==> config.mk <==
export PLATFORM = sky130hd
export DESIGN_NAME = sequential_unsigned_divider
export DESIGN_NICKNAME = d
export VERILOG_FILES = /design/src/rtl/divider_pkg.sv /design/src/rtl/divider_step.sv /design/src/rtl/sequential_unsigned_divider.sv
export SDC_FILE = /design/constraint.sdc
export NUM_CORES = 1
export LEC_CHECK = 0
export CORE_ASPECT_RATIO = 1.4
export CORE_MARGIN = 2
export CORE_UTILIZATION = 45
export DETAILED_ROUTE_END_ITERATION = 12
export GPL_ROUTABILITY_DRIVEN = 0
export PLACE_DENSITY = 0.68
export SLEW_MARGIN = 20
export SYNTH_ARGS = -nofsm -noshare
export SYNTH_HDL_FRONTEND = slang
export SYNTH_SLANG_ARGS = --single-unit
==> constraint.sdc <==
create_clock -name clk -period 3.1 [get_ports clk]
set_input_delay 0.775 -clock clk [delete_from_list [all_inputs] [get_ports clk]]
set_output_delay 0.775 -clock clk [all_outputs]
set_load 0.02 [all_outputs]
==> src/rtl/divider_pkg.sv <==
// Shared types and defaults for the sequential unsigned divider.
// Optional feature macro used by the top level: DIVIDER_OVERFLOW_CHECK_EN.
package divider_pkg;

  localparam int DIV_WIDTH_DEFAULT = 16;

  typedef enum logic [1:0] {
    IDLE = 2'd0,
    CALC = 2'd1,
    DONE = 2'd2
  } state_t;

endpackage

==> src/rtl/divider_step.sv <==
// One combinational restoring-division step: shift in a dividend bit,
// trial-subtract the divisor, keep the difference when it does not borrow.
module divider_step
  import divider_pkg::*;
#(
  parameter int WIDTH = DIV_WIDTH_DEFAULT
) (
  input  logic [WIDTH:0]   prem_i,
  input  logic             bit_i,
  input  logic [WIDTH-1:0] divisor_i,
  output logic [WIDTH:0]   prem_o,
  output logic             qbit_o
);

  logic [WIDTH+1:0] shifted;
  logic [WIDTH+2:0] trial;

  assign shifted = {prem_i, bit_i};
  assign trial   = {1'b0, shifted} - {3'b000, divisor_i};
  // A clear sign bit means the shifted remainder covered the divisor.
  assign qbit_o  = ~trial[WIDTH+2];
  assign prem_o  = qbit_o ? (WIDTH+1)'(trial) : (WIDTH+1)'(shifted);

endmodule

==> src/rtl/sequential_unsigned_divider.sv <==
// Multi-cycle 2*WIDTH / WIDTH restoring divider, one quotient bit per cycle.
// Define DIVIDER_OVERFLOW_CHECK_EN to flag overflow / divide-by-zero early.
module sequential_unsigned_divider
  import divider_pkg::*;
#(
  parameter int WIDTH = DIV_WIDTH_DEFAULT
) (
  input  logic               clk,
  input  logic               rst_n,
  input  logic               start,
  input  logic [2*WIDTH-1:0] dividend,
  input  logic [WIDTH-1:0]   divisor,
  output logic               busy,
  output logic               done,
  output logic [WIDTH-1:0]   quotient,
  output logic [WIDTH-1:0]   remainder,
  output logic               div_err,
  output state_t             dbg_state
);

  // Handshake: start is only looked at in IDLE, where it captures both
  // operands on that edge; done pulses for one cycle when quotient,
  // remainder and div_err become valid, and they hold until the next done.

  localparam int CW = $clog2(WIDTH) + 1;
  localparam logic [CW-1:0] LAST_ITER = CW'(WIDTH - 1);

  state_t           state_q, state_d;
  logic [CW-1:0]    cnt_q, cnt_d;
  logic [WIDTH:0]   prem_q, prem_d;
  logic [WIDTH-1:0] shreg_q, shreg_d;
  logic [WIDTH-1:0] dsr_q, dsr_d;
  logic [WIDTH-1:0] quo_q, quo_d;
  logic [WIDTH-1:0] rem_q, rem_d;
  logic             err_q, err_d;

  logic [WIDTH:0]   step_prem;
  logic             step_qbit;
  logic             ovf;

  divider_step #(.WIDTH(WIDTH)) u_step (
    .prem_i    (prem_q),
    .bit_i     (shreg_q[WIDTH-1]),
    .divisor_i (dsr_q),
    .prem_o    (step_prem),
    .qbit_o    (step_qbit)
  );

`ifdef DIVIDER_OVERFLOW_CHECK_EN
  assign ovf = (dividend[2*WIDTH-1:WIDTH] >= divisor);
`else
  assign ovf = 1'b0;
`endif

  always_comb begin
    state_d = state_q;
    cnt_d   = cnt_q;
    prem_d  = prem_q;
    shreg_d = shreg_q;
    dsr_d   = dsr_q;
    quo_d   = quo_q;
    rem_d   = rem_q;
    err_d   = err_q;
    case (state_q)
      IDLE: begin
        if (start) begin
          dsr_d   = divisor;
          prem_d  = {1'b0, dividend[2*WIDTH-1:WIDTH]};
          shreg_d = dividend[WIDTH-1:0];
          cnt_d   = '0;
          if (ovf) begin
            state_d = DONE;
            quo_d   = '1;
            rem_d   = dividend[WIDTH-1:0];
            err_d   = 1'b1;
          end else begin
            state_d = CALC;
          end
        end
      end
      CALC: begin
        // Low dividend bits shift out at the top while quotient bits fill the bottom.
        prem_d  = step_prem;
        shreg_d = {shreg_q[WIDTH-2:0], step_qbit};
        cnt_d   = cnt_q + CW'(1);
        if (cnt_q == LAST_ITER) begin
          state_d = DONE;
          cnt_d   = '0;
          quo_d   = {shreg_q[WIDTH-2:0], step_qbit};
          rem_d   = step_prem[WIDTH-1:0];
          err_d   = 1'b0;
        end
      end
      DONE: state_d = IDLE;
      default: state_d = IDLE;
    endcase
  end

  always_ff @(posedge clk) begin
    if (!rst_n) begin
      state_q <= IDLE;
      cnt_q   <= '0;
      prem_q  <= '0;
      shreg_q <= '0;
      dsr_q   <= '0;
      quo_q   <= '0;
      rem_q   <= '0;
      err_q   <= 1'b0;
    end else begin
      state_q <= state_d;
      cnt_q   <= cnt_d;
      prem_q  <= prem_d;
      shreg_q <= shreg_d;
      dsr_q   <= dsr_d;
      quo_q   <= quo_d;
      rem_q   <= rem_d;
      err_q   <= err_d;
    end
  end

  assign busy      = (state_q == CALC);
  assign done      = (state_q == DONE);
  assign quotient  = quo_q;
  assign remainder = rem_q;
  assign div_err   = err_q;
  assign dbg_state = state_q;

endmodule

Yosys cells after proc, flatten, opt, wreduce, memory -nomap -nowiden

Index checks and enable logic that the tools add are counted.
W data, S select, Z words.

Add/subtract/negate cells: 2
Multipliers: 0
Divide/modulo/power cells: 0
Magnitude comparators: 0
Equal/unequal tests: 5
Shift-type cells: 0
Mux-type cells: 11
Bitwise operators: 1
Reductions and logical operators: 6

Operators by type and width:

| kind                  | count |
|---|---|
| $mux W17              | 2 |
| $pmux W17 S2          | 1 |
| $pmux W16 S2          | 1 |
| $sub A18 B16 Y19      | 1 |
| $mux W16              | 1 |
| $mux W5               | 2 |
| $pmux W5 S2           | 1 |
| $reduce_and A2 Y1     | 4 |
| $add A5 B1 Y5 const B | 1 |
| $eq A5 B4 Y1 const B  | 1 |
| $mux W2               | 2 |
| $pmux W2 S2           | 1 |
| $eq A2 B1 Y1 const B  | 1 |
| $eq A2 B2 Y1 const B  | 1 |
| $logic_not A2 Y1      | 1 |
| $ne A2 B1 Y1 const B  | 1 |
| $ne A2 B2 Y1 const B  | 1 |
| $reduce_bool A2 Y1    | 1 |
| $not A1 Y1            | 1 |

Register bits after elaboration: 88
Latch bits: 0
Memory bits (writable): 0
Bits in read-only memories: 0
Logic and storage cells: 32
Memories: 0

Logic depth before layout (Yosys ltp)

Depth after elaboration: 3
Depth in mapped cells: 11
Mapped depth without buffers: 10

By module

From an unflattened synthesis, not the netlist that was laid out.

Cell total of the unflattened synthesis: 587
Area total of the unflattened synthesis: 4652.0 um^2

By module, submodules not included:

| module                      | times used | cells an instance | area each (um^2) |
|---|---|---|---|
| sequential_unsigned_divider | 1          | 428               | 3549.7 |
| divider_step                | 1          | 159               | 1102.3 |

Worst setup path after synthesis

OpenSTA, ideal clock, no wires.

Path type: register to register
Start: reg shreg_q[15]
End: reg rem_q[12], in the netlist remainder[12]
Library setup time: 86 ps
Arrival: 2170 ps
Data required time: 3014 ps
Slack: 844 ps
Cell stages (with the launch flop): 12
Clock period less this slack: 2256 ps
Cell sequence: dfxtp_1 -> inv_1 -> ha_1 -> inv_1 -> fa_1 -> a211oi_1 -> o311a_1 -> o2bb2ai_4 -> nand2b_4 -> buf_12 -> mux2i_1 -> a211oi_1

Longest elaborated chain between the ends: 2

Ends and longest elaborated chain:

| element                | line                               | RTL |
|---|---|---|
| start, declared        | sequential_unsigned_divider.sv:31  | `logic [WIDTH-1:0] shreg_q, shreg_d;` |
| start signal, assigned | sequential_unsigned_divider.sv:113 | `shreg_q <= shreg_d;` |
| $sub A18 B16 Y19       | divider_step.sv:19                 | `assign trial = {1'b0, shifted} - {3'b000, divisor_i};` |
| $mux W17               | divider_step.sv:22                 | `assign prem_o = qbit_o ? (WIDTH+1)'(trial) : (WIDTH+1)'(shifted);` |
| end signal, assigned   | sequential_unsigned_divider.sv:116 | `rem_q <= rem_d;` |
| end, declared          | sequential_unsigned_divider.sv:34  | `logic [WIDTH-1:0] rem_q, rem_d;` |

No other way between the ends.
A chain may end at the register's enable or synchronous reset.

Final worst setup path

Start: reg state_q[1], in the netlist dbg_state[1]
End: out busy

Longest elaborated chain between the ends: 1

Ends and longest elaborated chain:

| element                | line                               | RTL |
|---|---|---|
| start, declared        | sequential_unsigned_divider.sv:28  | `state_t state_q, state_d;` |
| start signal, assigned | sequential_unsigned_divider.sv:110 | `state_q <= state_d;` |
| $eq A2 B1 Y1           | sequential_unsigned_divider.sv:121 | `assign busy = (state_q == CALC);` |
| end, declared          | sequential_unsigned_divider.sv:13  | `output logic busy,` |

No other way between the ends.

==> impl_metrics.py <==
metrics = {
    "worst_setup_path": {
        "path_depth": 3,
        "crit_path_end": "busy",
        "max_stage_delay_ns": 0.61,
        "critPathTopFamily": "buffers and inverters",
        "worst_r2r_endpoint": "prem_q[9]$_SDFFE_PN0P_",
        "cp_data_required_time_ns": 2.32,
        "crit_path_cell_trace": "nand2b_2 -> inv_1 -> clkdlybuf4s50_1",
        "critPathKind": "reg2out",
        "crit_path_start": "dbg_state[1]$_SDFFE_PN0P_",
        "reg2reg_slack_ns": 0.51,
        "path_buf_inv": 2,
        "r2r-start": "shreg_q[15]$_SDFFE_PN0P_",
        "startpoint_type": "flip-flop",
        "crit_arrival_ns": 1.85,
        "crit_path_end_kind": "output pin",
        "reg2regPathDepth": 10,
        "slowest_stage": "clkdlybuf4s50_1",
        "path_max_fanout": 18,
    },
    "route": {
        "drtPass1Iterations": 5,
        "detail_route.iter0.violations": 225,
        "drc": 0,
        "wl_met2_um": 6284,
        "wl_per_cell_um": 15.75,
        "num_vias": 4483,
        "routed.top_layer": "met4",
        "via_per_inst": 5.660,
        "ant_nets": 0,
        "wl_met1_um": 5282,
        "dr_wl_met3_um": 633,
        "routed_wl_um": 12470,
    },
    "finish": {
        "seqCellArea_um2": 1762,
        "final_util_pct": 58.96,
        "final_common_cell": "nand2_1",
        "final_area_um2": 5837,
        "multiInputGateArea_um2": 2531,
        "drive_above_1_share_pct": 6.393,
        "nNetsFinal": 721,
        "fill_cells": 975,
        "antennaDiodeCount": 0,
        "final_cell_mix": "125 x nand2_1, 88 x dfxtp_1, 86 x clkdlybuf4s50_1",
        "area_growth_pct": 27.46,
    },
    "floorplan": {
        "die_y_um": 123.4,
        "die_w_um": 89.26,
        "coreArea_um2": 9899,
        "start_util_pct": 46.26,
        "pin_count": 88,
        "die_area_um2": 11010,
        "num_rows": 43,
    },
    "logic_synthesis": {
        "yosys_warnings": 0,
        "avgSynthCellArea_um2": 7.815,
        "synth-seq-area-share_pct": 38.47,
        "synth_top_area_share_pct": 38.47,
        "synth_nets": 655,
        "synth-seq-cells": 88,
        "synthCells": 586,
        "synth-edff-count": 0,
        "yosysTopAreaCell": "dfxtp_1",
        "synthTopCellsByArea": "dfxtp_1 38%, nand2_1 10%, a21oi_1 7.5%, ha_1 4.6%, a311oi_1 2.9%",
        "async_reset_ff_share_pct": 0,
        "ys_types": 62,
        "syn_area_um2": 4579,
        "synth_flop_cell": "dfxtp_1",
    },
    "grt": {
        "grt_max_degree": 44,
        "grt_pass1_vias": 4448,
        "grt_usage_pct": 24.04,
        "antenna_found_initial": 0,
        "overflow": 0,
        "grt_pass1_wl_um": 20800,
    },
    "place": {
        "dpl_cell_area_um2": 5532,
        "io_buffer_count": 86,
        "hpwlAfterDp_um": 8874,
    },
    "sta": {
        "final_max_slew_viol_count": 0,
        "hold_slack_ns": 0.4535,
        "fin_skew_ns": 0.007964,
        "fin_crit_sh_pct": 84.68,
        "rsz0062_at_grt": "no",
        "post-route-min-period_ns": 2.625,
        "setup_viol": 0,
        "slew_headroom_pct": 45.03,
        "final_hold_viol_count": 0,
        "fmax_mhz": 380.9,
        "totalNegativeSetupSlack_ns": 0,
        "worstMarginPinSlew_ns": 0.8246,
    },
    "clock_tree": {
        "htree_levels": 3,
        "insertion_delay_ns": 0.35,
        "numCtsBuffers": 9,
        "postCtsSetupRepairBufs": 0,
        "cts_tree": "yes",
        "numClockSinks": 88,
        "clk_pin_slew_ns": 0.06,
        "cts_root_buf": "clkbuf_16",
        "cts.path.max_buffers": 2,
        "cts_hold_buf": 0,
        "cts_resized": 0,
    },
    "power_and_ir_drop": {
        "total_power_uw": 3818,
        "vdd_drop_max_mv": 0.3776,
        "p_leak_uw": 0.002215,
        "power_density_nw_per_um2": 654.1,
    },
    "run_status": {
        "outcome": "finished clean",
    },
    "job": {
        "maxCapViolCount": 0,
    },
    "min_path": {
        "hold_class": "reg2reg",
    },
}
-- synthesized netlist by cell type, drive strengths merged, types with 11 or more instances --
| cell type | n |
|---|---|
| nand2 | 125 |
| dfxtp | 88 |
| a21oi | 69 |
| nor2 | 36 |
| clkbuf | 30 |
| inv | 25 |
| o21ai | 23 |
| nand3 | 22 |
| ha | 17 |
| a311oi | 15 |
| buf | 13 |
| and3 | 11 |
-- report_power, final --
part           switching (uW)  total, uW  internal (uW)
Combinational             839       1400            565
Sequential               77.0       1290           1210
Clock                     474       1120            649
Total                    1390       3820           2430
-- registers in the layout, indices dropped and copies added (netlist names) --
register   cells
prem_q        17
dsr_q         16
quotient      16
remainder     16
shreg_q       16
cnt_q          5
dbg_state      2
-- cell families (layout without fill, tap and decap cells) --
group	after synthesis	in the layout	synth area share, %
other	1	1	0.08189
XOR/XNOR	8	8	1.530
flip-flops	88	88	38.47
AND/OR/NAND/NOR	230	230	22.65
AO/OA/AOI/OAI	166	166	24.18
adder cells (fa/ha/maj)	18	18	5.082
buffers and inverters	68	139	6.475
multiplexers	7	7	1.530
-- stage by stage --
stage | std cells | setup WS (ns)
final | 792 | 0.4748
after global routing | 792 | 0.3344
after CTS | 792 | 0.4734
after detailed placement | 776 | 0.5310
after global placement | 776 | 0.6064
after floorplan | 586 | 0.8442
-- cell type report --
| type | count | share of cell area (%) |
|---|---|---|
| clock buffer | 10 | 4.094 |
| tap | 135 | 2.894 |
| sequential | 88 | 30.18 |
| inverter | 25 | 1.608 |
| multi-input combinational | 430 | 43.37 |
| clock inverter | 6 | 1.136 |
| timing repair buffer | 98 | 16.72 |
-- tightest hold or removal path, delay by kind of cell (launching register included) --
family	cells	cell delay [ns]
compound gates	1	0.05
simple gates	1	0.05
flops	1	0.31
-- worst min-delay path by stage --
| stage | start | to | slack, ns | cells past startpoint |
|---|---|---|---|---|
| 2_1_floorplan | dsr_q[10]$_SDFFE_PN0P_ | dsr_q[10]$_SDFFE_PN0P_ | 0.44 | 2 |
| 6_report | dsr_q[7]$_SDFFE_PN0P_ | dsr_q[7]$_SDFFE_PN0P_ | 0.45 | 2 |
| 4_1_cts | dsr_q[2]$_SDFFE_PN0P_ | dsr_q[2]$_SDFFE_PN0P_ | 0.46 | 2 |
| 3_5_place_dp | dsr_q[7]$_SDFFE_PN0P_ | dsr_q[7]$_SDFFE_PN0P_ | 0.45 | 2 |
| 3_3_place_gp | quotient[10]$_SDFFE_PN0P_ | quotient[10]$_SDFFE_PN0P_ | 0.44 | 2 |
| 5_1_grt | dsr_q[8]$_SDFFE_PN0P_ | dsr_q[8]$_SDFFE_PN0P_ | 0.47 | 2 |
-- routing by layer --
| layer | vias to the layer above | track usage [%] |
|---|---|---|
| met4 | 0 | 9.701 |
| met2 | 127 | 43.15 |
| met5 | - | 0 |
| li1 | 2204 | - |
| met1 | 2130 | 28.00 |
| met3 | 22 | 3.605 |
No activity file was read; power rests on OpenSTA's default activity.
